--- src/rtl/axi_lite_wr_bridge.sv ---
// AXI4-Lite write-slave front end for the simulation memory write stage.
// Collects AW and W in any order, validates the byte strobe, issues one
// single-cycle memory write request, waits for its completion (bounded by an
// optional timeout) and returns an OKAY/SLVERR write response.
module axi_lite_wr_bridge #(
    parameter int unsigned ADDR_W  = 32,
    parameter int unsigned DATA_W  = 32,
    parameter int unsigned TIMEOUT = 16
) (
    input  logic              ACLK,
    input  logic              ARESETn,
    input  logic              AWVALID,
    output logic              AWREADY,
    input  logic [ADDR_W-1:0] AWADDR,
    input  logic              WVALID,
    output logic              WREADY,
    input  logic [DATA_W-1:0] WDATA,
    input  logic [3:0]        WSTRB,
    output logic              BVALID,
    input  logic              BREADY,
    output logic [1:0]        BRESP,
    output logic              mem_wen,
    output logic [ADDR_W-1:0] mem_waddr,
    output logic [DATA_W-1:0] mem_wdata,
    output logic [7:0]        mem_wmask,
    input  logic              mem_wdone
);

    localparam logic [1:0] IDLE  = 2'd0;
    localparam logic [1:0] WRITE = 2'd1;
    localparam logic [1:0] WAIT  = 2'd2;
    localparam logic [1:0] RESP  = 2'd3;

    localparam logic [1:0] RESP_OKAY   = 2'b00;
    localparam logic [1:0] RESP_SLVERR = 2'b10;

    // Counter only has to reach TIMEOUT-1; width stays >= 1 when disabled.
    localparam int unsigned        CNT_W    = (TIMEOUT > 2) ? $clog2(TIMEOUT) : 1;
    localparam logic [CNT_W-1:0]   CNT_LAST = CNT_W'(TIMEOUT - 1);

    logic [1:0]        state_q, state_d;
    logic              aw_held_q, aw_held_d;
    logic              w_held_q, w_held_d;
    logic [CNT_W-1:0]  cnt_q, cnt_d;
    logic              awready_q, awready_d;
    logic              wready_q, wready_d;
    logic [1:0]        bresp_q, bresp_d;
    logic [ADDR_W-1:0] waddr_q, waddr_d;
    logic [DATA_W-1:0] wdata_q, wdata_d;
    logic [3:0]        wstrb_q, wstrb_d;

    // Only naturally aligned byte, halfword and word strobes are accepted.
    function automatic logic strb_legal(input logic [3:0] s);
        case (s)
            4'b0001, 4'b0010, 4'b0100, 4'b1000,
            4'b0011, 4'b1100, 4'b1111: return 1'b1;
            default:                   return 1'b0;
        endcase
    endfunction

    // Next-state logic for the transaction FSM and captured request fields.
    always_comb begin
        state_d   = state_q;
        aw_held_d = aw_held_q;
        w_held_d  = w_held_q;
        cnt_d     = cnt_q;
        bresp_d   = bresp_q;
        waddr_d   = waddr_q;
        wdata_d   = wdata_q;
        wstrb_d   = wstrb_q;

        case (state_q)
            IDLE: begin
                if (AWVALID && awready_q) begin
                    aw_held_d = 1'b1;
                    waddr_d   = AWADDR;
                end
                if (WVALID && wready_q) begin
                    w_held_d = 1'b1;
                    wdata_d  = WDATA;
                    wstrb_d  = WSTRB;
                end
                if (aw_held_d && w_held_d) begin
                    if (strb_legal(wstrb_d)) begin
                        state_d = WRITE;
                    end else begin
                        // Bad strobe never reaches memory.
                        state_d = RESP;
                        bresp_d = RESP_SLVERR;
                    end
                end
            end
            WRITE: begin
                state_d = WAIT;
                cnt_d   = '0;
            end
            WAIT: begin
                cnt_d = cnt_q + 1'b1;
                // Completion takes priority over a simultaneous timeout.
                if (mem_wdone) begin
                    state_d = RESP;
                    bresp_d = RESP_OKAY;
                end else if ((TIMEOUT != 0) && (cnt_q == CNT_LAST)) begin
                    state_d = RESP;
                    bresp_d = RESP_SLVERR;
                end
            end
            RESP: begin
                if (BREADY) begin
                    state_d   = IDLE;
                    aw_held_d = 1'b0;
                    w_held_d  = 1'b0;
                end
            end
            default: state_d = IDLE;
        endcase

        // Ready flags are registered so that reset forces them low.
        awready_d = (state_d == IDLE) && !aw_held_d;
        wready_d  = (state_d == IDLE) && !w_held_d;
    end

    // State and datapath registers with asynchronous active-low reset.
    always_ff @(posedge ACLK or negedge ARESETn) begin
        if (!ARESETn) begin
            state_q   <= IDLE;
            aw_held_q <= 1'b0;
            w_held_q  <= 1'b0;
            cnt_q     <= '0;
            awready_q <= 1'b0;
            wready_q  <= 1'b0;
            bresp_q   <= RESP_OKAY;
            waddr_q   <= '0;
            wdata_q   <= '0;
            wstrb_q   <= '0;
        end else begin
            state_q   <= state_d;
            aw_held_q <= aw_held_d;
            w_held_q  <= w_held_d;
            cnt_q     <= cnt_d;
            awready_q <= awready_d;
            wready_q  <= wready_d;
            bresp_q   <= bresp_d;
            waddr_q   <= waddr_d;
            wdata_q   <= wdata_d;
            wstrb_q   <= wstrb_d;
        end
    end

    // Outputs come straight from registers or state decode.
    always_comb begin
        AWREADY   = awready_q;
        WREADY    = wready_q;
        BVALID    = (state_q == RESP);
        BRESP     = bresp_q;
        mem_wen   = (state_q == WRITE);
        mem_waddr = waddr_q;
        mem_wdata = wdata_q;
        mem_wmask = {4'b0000, wstrb_q};
    end

endmodule

--- config.mk ---
export PLATFORM = sky130hd
export DESIGN_NAME = axi_lite_wr_bridge
export DESIGN_NICKNAME = d
export VERILOG_FILES = /design/src/rtl/axi_lite_wr_bridge.sv
export SDC_FILE = /design/constraint.sdc
export NUM_CORES = 1
export LEC_CHECK = 0
export ABC_AREA = 1
export CORE_ASPECT_RATIO = 0.6
export CORE_MARGIN = 5
export CORE_UTILIZATION = 30
export CTS_BUF_LIST = sky130_fd_sc_hd__clkbuf_4 sky130_fd_sc_hd__clkbuf_8
export DETAILED_ROUTE_END_ITERATION = 16
export MAX_ROUTING_LAYER = met4
export PLACE_DENSITY_LB_ADDON = 0.08
export REMOVE_ABC_BUFFERS = 1
export SKIP_LAST_GASP = 1
export SLEW_MARGIN = 0
export SYNTH_ARGS = -nofsm -noshare
export SYNTH_HDL_FRONTEND = slang
export SYNTH_SLANG_ARGS = --single-unit
--- constraint.sdc ---
create_clock -name ACLK -period 2.11 [get_ports ACLK]
set_input_delay 0.3165 -clock ACLK [delete_from_list [all_inputs] [get_ports ACLK]]
set_output_delay 0.3165 -clock ACLK [all_outputs]
set_load 0.005 [all_outputs]
==> flow_metrics.py, run 1 <==
metrics = {
    "final_layout": {
        "final_util_pct": 47.03,
        "instances_no_fill": 576,
        "num_antenna_cells": 0,
        "postLayoutCellArea_mm2": 0.005243,
        "final_common_cell": "clkdlybuf4s50_1",
        "syn2layout_area_growth_pct": 54.96,
        "drive_above_1_share_pct": 21.76,
        "regArea_mm2": 0.001977,
        "fillers": 1031,
        "multi_input_area_mm2": 0.001254,
        "layout_common_cells": "clkdlybuf4s50_1, dfrtp_1, mux2_2, nand2_1, inv_1",
        "nets": 507,
    },
    "sta": {
        "finalSetupTns_ns": 0,
        "tightest_slew_ns": 0.5518,
        "fin_crit_ns": 1.924,
        "setup_viol_count_final": 0,
        "hold_viol": 0,
        "hold-worst-slack_ns": 0.4900,
        "fmax_ghz": 0.5198,
        "finalMaxSlewViolations": 0,
        "period_share_pct": 91.17,
        "rsz0062_at_grt": "false",
        "finClkSkew_ns": 0.006592,
        "slew_headroom_pct": 63.21,
        "layout_setup_ws_ns": 0.1862,
    },
    "synthesis": {
        "netlist_area_mm2": 0.003383,
        "ys_seq_area_share_pct": 58.43,
        "synthesis.instances": 276,
        "synthTopCellsByArea": "dfrtp_1, mux2_2, nand2_1, ha_1, inv_1",
        "yosys.area.top_type": "dfrtp_1",
        "ys_types": 26,
        "ys_ff_latch": 79,
        "avgSynthCellArea_um2": 12.26,
        "yosys_warnings": 0,
        "synth_top_area_share_pct": 58.43,
    },
    "cts": {
        "hold_buffers": 1,
        "root_buffer": "clkbuf_8",
        "clk_latency_ns": 0.35,
        "post-cts-setup-buffers": 0,
        "cts_sinks": 79,
        "htreeDepth": 3,
        "cts_made_buffers": 9,
        "cts_tree": "yes",
        "clk_path_buf_depth": 2,
        "cts_resized": 0,
        "cts.reportedPaths.clkPinSlew_ns": 0.08,
    },
    "critical_path": {
        "worstPathArrival_ns": 1.61,
        "crit_path_cell_trace": "inv_1 -> ha_1 -> clkdlybuf4s50_1",
        "cp_slowest_cell": "clkdlybuf4s50_1",
        "reg2reg_to": "mem_wdata[14]",
        "crit_path_end": "mem_wen",
        "endpoint_kind": "output pin",
        "r2r_setup_slack_ns": 0.43,
        "worstSetupStartpoint": "state_q[1]",
        "worstPathRequired_ns": 1.79,
        "start_kind": "flip-flop",
        "critPathMaxStageDelay_ns": 0.52,
        "critPathKind": "reg -> out",
        "cp_max_fo": 4,
        "r2r_cells": 5,
        "crit_buf_inv": 2,
        "path_delay_family": "buffers and inverters",
        "cp.depth": 3,
        "rr_startpoint": "state_q[0]",
    },
    "floorplanning": {
        "core_mm2": 0.01115,
        "rows": 30,
        "dieArea_mm2": 0.01357,
        "die_w_um": 147.1,
        "initial_core_util_pct": 30.35,
        "num_io_pins": 152,
        "die_h_um": 92.26,
    },
    "power_and_ir_drop": {
        "p_sw_mw": 2.151,
        "p_total_mw": 7.081,
        "vdd_ir_drop_max_mv": 0.5588,
        "p_per_area_mw_per_mm2": 1351,
        "p_sw_share_pct": 30.38,
        "comb_power_share_pct": 44.8,
        "power_leakage_nw": 2.359,
        "seq_power_share_pct": 37.4,
        "p_clk_share_pct": 17.8,
        "power.internal_mw": 4.930,
    },
    "placement": {
        "dp_slack_ns": 0.2140,
        "dp_hpwl_um": 6331,
        "port_buffers": 146,
        "dpl_cell_area_mm2": 0.005011,
        "gp_congestion": 0.8349,
        "dp_cells": 559,
    },
    "detailed_routing": {
        "drtPass1Iterations": 5,
        "totalWireLength_um": 8580,
        "vias": 2496,
        "post_drt_wl_per_cell_um": 14.90,
        "postRouteAntennaNets": 0,
        "viasPerCell": 4.333,
        "drc_errors": 0,
        "drt_iter0_drc": 42,
    },
    "min_path": {
        "hp-class": "reg -> reg",
    },
    "grt": {
        "antenna_found_initial": 0,
        "grt_pass1_vias": 2770,
        "grt_max_degree": 41,
        "grtUsageTotal_pct": 13.75,
        "grt_pass1_wl_um": 14340,
        "overflow": 0,
    },
    "outcome": {
        "outcome": "finished clean",
    },
    "job": {
        "cap_violations": 0,
    },
}
[registers in the layout, summed over array words and instances, names as in the netlist, 2 cells and up]
name and count:
mem_waddr 32, mem_wdata 32, cnt_q 4, wstrb_q 4, state_q 2
[logic make-up after synthesis]
family,after synthesis,share of synthesized area (%)
AO/OA/AOI/OAI,18,3.070
adder cells (fa/ha/maj),6,2.219
buffers and inverters,34,5.103
flip-flops,79,58.43
multiplexers,64,21.30
other,1,0.1108
AND/OR/NAND/NOR,74,9.763
[power by group through the flow]
stage	registers [mW]	clock network [mW]	logic, mW
global route	2.75	1.38	3.53
global placement	2.65	0	3.21
detailed placement	2.67	0	3.22
CTS	2.65	1.31	3.23
floorplan	2.69	0	1.28
finish	2.65	1.26	3.17
[area by class of cell]
cell class / instances / area share, %
Sequential cell: 79 / 37.71
Timing Repair Buffer: 151 / 29.31
Multi-Input combinational cell: 167 / 23.91
Tap cell: 144 / 3.437
Clock buffer: 9 / 2.363
Clock inverter: 7 / 1.862
Inverter: 19 / 1.408
[worst min-delay path, stage by stage (launching register included)]
cell,delay (ns)
dfrtp_1,0.36
nand2_1,0.06
nand2_1,0.04
[Yosys cell counts]
| library cell | count |
|---|---|
| o21ai_2 | 1 |
| nand3_2 | 1 |
| nand2_8 | 1 |
| inv_1 | 17 |
| nand2_4 | 1 |
| o22ai_1 | 1 |
| inv_2 | 1 |
| nor3_1 | 1 |
| ha_1 | 6 |
| nor2_1 | 7 |
| nand3_1 | 11 |
| buf_4 | 5 |
| nand4_1 | 1 |
| a21o_2 | 1 |
| dfrtp_1 | 79 |
| buf_6 | 2 |
| nand2_1 | 50 |
| or2_4 | 1 |
| a21oi_1 | 7 |
| conb_1 | 1 |
| a21boi_0 | 2 |
| inv_4 | 1 |
| clkbuf_1 | 1 |
| o21ai_0 | 6 |
| mux2_2 | 64 |
| buf_2 | 7 |
[metal layers]
layer	vias up	track usage [%]	share of wire [%]
met1	1201	17.97	47
met4	0	2.791	0.98
met5	-	-	0
met3	9	7.012	9.7
met2	88	19.14	42
li1	1198	-	-
[worst min-delay path by stage]
stage | cells past startpoint | endpoint | slack, ns | start
global placement | 1 | mem_wdata[8] | 0.35 | ARESETn
global route | 1 | mem_wdata[30] | 0.52 | mem_wdata[30]
CTS | 2 | BRESP[1] | 0.50 | BRESP[1]
finish | 2 | BRESP[1] | 0.49 | BRESP[1]
detailed placement | 1 | mem_wdata[8] | 0.35 | ARESETn
floorplan | 0 | AWREADY | 0.02 | ARESETn
(Power assumes the default switching activity.)
==> run 2: changes to the inputs <==
--- a/config.mk
+++ b/config.mk
@@ -12,7 +12,7 @@
 export CTS_BUF_LIST = sky130_fd_sc_hd__clkbuf_4 sky130_fd_sc_hd__clkbuf_8
 export DETAILED_ROUTE_END_ITERATION = 16
 export MAX_ROUTING_LAYER = met4
-export PLACE_DENSITY_LB_ADDON = 0.08
+export PLACE_DENSITY_LB_ADDON = 0.1
 export REMOVE_ABC_BUFFERS = 1
 export SKIP_LAST_GASP = 1
 export SLEW_MARGIN = 0
==> flow_metrics.py, run 2 (same netlist as run 1, synthesis figures left out) <==
metrics = {
    "grt": {
        "antenna_found_initial": 0,
        "overflow": 0,
        "grt_max_degree": 42,
        "grtUsageTotal_pct": 13.65,
        "grt_pass1_wl_um": 14150,
        "grt_pass1_vias": 2710,
    },
    "critical_path": {
        "r2r_setup_slack_ns": 0.43,
        "rr_startpoint": "state_q[0]",
        "start_kind": "flip-flop",
        "endpoint_kind": "output pin",
        "reg2reg_to": "mem_wdata[1]",
        "worstPathArrival_ns": 1.63,
        "r2r_cells": 5,
        "worstPathRequired_ns": 1.79,
        "critPathKind": "reg -> out",
        "cp_max_fo": 4,
    },
    "min_path": {
        "hp-class": "in -> async",
    },
    "cts": {
        "clk_path_buf_depth": 2,
        "htreeDepth": 3,
        "cts_resized": 0,
        "clk_latency_ns": 0.35,
        "post-cts-setup-buffers": 0,
        "cts_sinks": 79,
        "cts_made_buffers": 9,
        "cts_tree": "yes",
        "hold_buffers": 1,
        "root_buffer": "clkbuf_8",
        "cts.reportedPaths.clkPinSlew_ns": 0.08,
    },
    "sta": {
        "hold_viol": 0,
        "setup_viol_count_final": 0,
        "period_share_pct": 92.13,
        "fin_crit_ns": 1.944,
        "finalMaxSlewViolations": 0,
        "fmax_ghz": 0.5144,
        "layout_setup_ws_ns": 0.1660,
        "finClkSkew_ns": 0.008967,
        "rsz0062_at_grt": "false",
    },
    "final_layout": {
        "drive_above_1_share_pct": 21.89,
        "instances_no_fill": 578,
        "layout_common_cells": "clkdlybuf4s50_1, dfrtp_1, mux2_2, nand2_1, inv_1",
        "fillers": 1040,
        "postLayoutCellArea_mm2": 0.005234,
        "num_antenna_cells": 0,
        "nets": 509,
        "final_common_cell": "clkdlybuf4s50_1",
        "syn2layout_area_growth_pct": 54.70,
    },
    "power_and_ir_drop": {
        "p_total_mw": 6.994,
        "comb_power_share_pct": 45.4,
        "seq_power_share_pct": 38.0,
        "p_per_area_mw_per_mm2": 1336,
        "power_leakage_nw": 2.366,
        "p_sw_mw": 2.110,
        "vdd_ir_drop_max_mv": 0.5418,
        "p_sw_share_pct": 30.18,
        "power.internal_mw": 4.883,
        "p_clk_share_pct": 16.6,
    },
    "floorplanning": {
        "die_h_um": 92.26,
        "num_io_pins": 152,
        "initial_core_util_pct": 30.35,
        "core_mm2": 0.01115,
        "die_w_um": 147.1,
        "dieArea_mm2": 0.01357,
        "rows": 30,
    },
    "placement": {
        "gp_congestion": 0.7780,
        "port_buffers": 146,
        "dp_slack_ns": 0.2016,
        "dp_cells": 561,
        "dpl_cell_area_mm2": 0.005021,
        "dp_hpwl_um": 6419,
    },
    "detailed_routing": {
        "drt_iter0_drc": 67,
        "post_drt_wl_per_cell_um": 14.86,
        "viasPerCell": 4.400,
        "drc_errors": 0,
        "vias": 2543,
        "totalWireLength_um": 8591,
        "postRouteAntennaNets": 0,
        "drtPass1Iterations": 4,
    },
    "job": {
        "cap_violations": 0,
    },
    "outcome": {
        "outcome": "finished clean",
    },
}
-- run 2: cell count changes in the layout (fill, tap and decap cells not counted), sizes merged --
cell / delta
clkbuf: +4
buf: +2
clkinv: -2
bufinv: -1
clkinvlp: -1
-- run 2: layer usage --
layer,GRT usage (%),part of all wire (%),vias to the layer above
met2,17.65,41,91
met3,7.111,9.6,8
met4,3.101,0.95,0
li1,-,-,1207
met1,18.72,49,1237
met5,-,0,-
-- run 2: power by group through the flow --
stage / Clock, mW / Combinational (mW) / Sequential (mW)
global placement: 0 / 3.20 / 2.65
global route: 1.29 / 3.51 / 2.76
detailed placement: 0 / 3.21 / 2.67
floorplan: 0 / 1.28 / 2.69
CTS: 1.22 / 3.23 / 2.66
finish: 1.16 / 3.18 / 2.65
-- run 2: metrics by stage --
step | hold WS (ns) | TNS [ns] | utilization, %
2_1_floorplan | 0.02091 | -1.296 | -
3_3_place_gp | 0.2086 | 0 | 45.04
3_5_place_dp | 0.2081 | 0 | 45.04
4_1_cts | 0.3564 | 0 | 46.95
5_1_grt | 0.3627 | 0 | 46.95
6_report | 0.3701 | 0 | 46.95
-- run 2: worst max path at each step --
stage                         endpoint       start
after global routing           mem_wen  state_q[1]
after floorplan           mem_waddr[0]  state_q[0]
after detailed placement       AWREADY      WVALID
after global placement         AWREADY      WVALID
after CTS                       WREADY      WREADY
final                          mem_wen  state_q[1]
-- run 2: critical path, stage by stage (launching register included) --
cell and delay (ns):
dfrtp_1 0.43, inv_1 0.13, ha_1 0.20, clkdlybuf4s50_1 0.52
-- run 2: area by class of cell --
class / count / area, um2 / area share, %
Timing Repair Buffer: 153 / 1551 / 29.64
Clock buffer: 13 / 160.2 / 3.060
Clock inverter: 3 / 42.54 / 0.8128
Tap cell: 144 / 180.2 / 3.443
Inverter: 19 / 73.82 / 1.410
Sequential cell: 79 / 1977 / 37.77
Multi-Input combinational cell: 167 / 1249 / 23.86
==> run 3: changes to the inputs <==
--- a/config.mk
+++ b/config.mk
@@ -6,6 +6,7 @@
 export NUM_CORES = 1
 export LEC_CHECK = 0
 export ABC_AREA = 1
+export CAP_MARGIN = 5
 export CORE_ASPECT_RATIO = 0.6
 export CORE_MARGIN = 5
 export CORE_UTILIZATION = 30
@@ -19,3 +20,4 @@
 export SYNTH_ARGS = -nofsm -noshare
 export SYNTH_HDL_FRONTEND = slang
 export SYNTH_SLANG_ARGS = --single-unit
+export TNS_END_PERCENT = 20
==> results of run 3 <==
The final DEF is identical to that of run 2; final timing and power are the same.
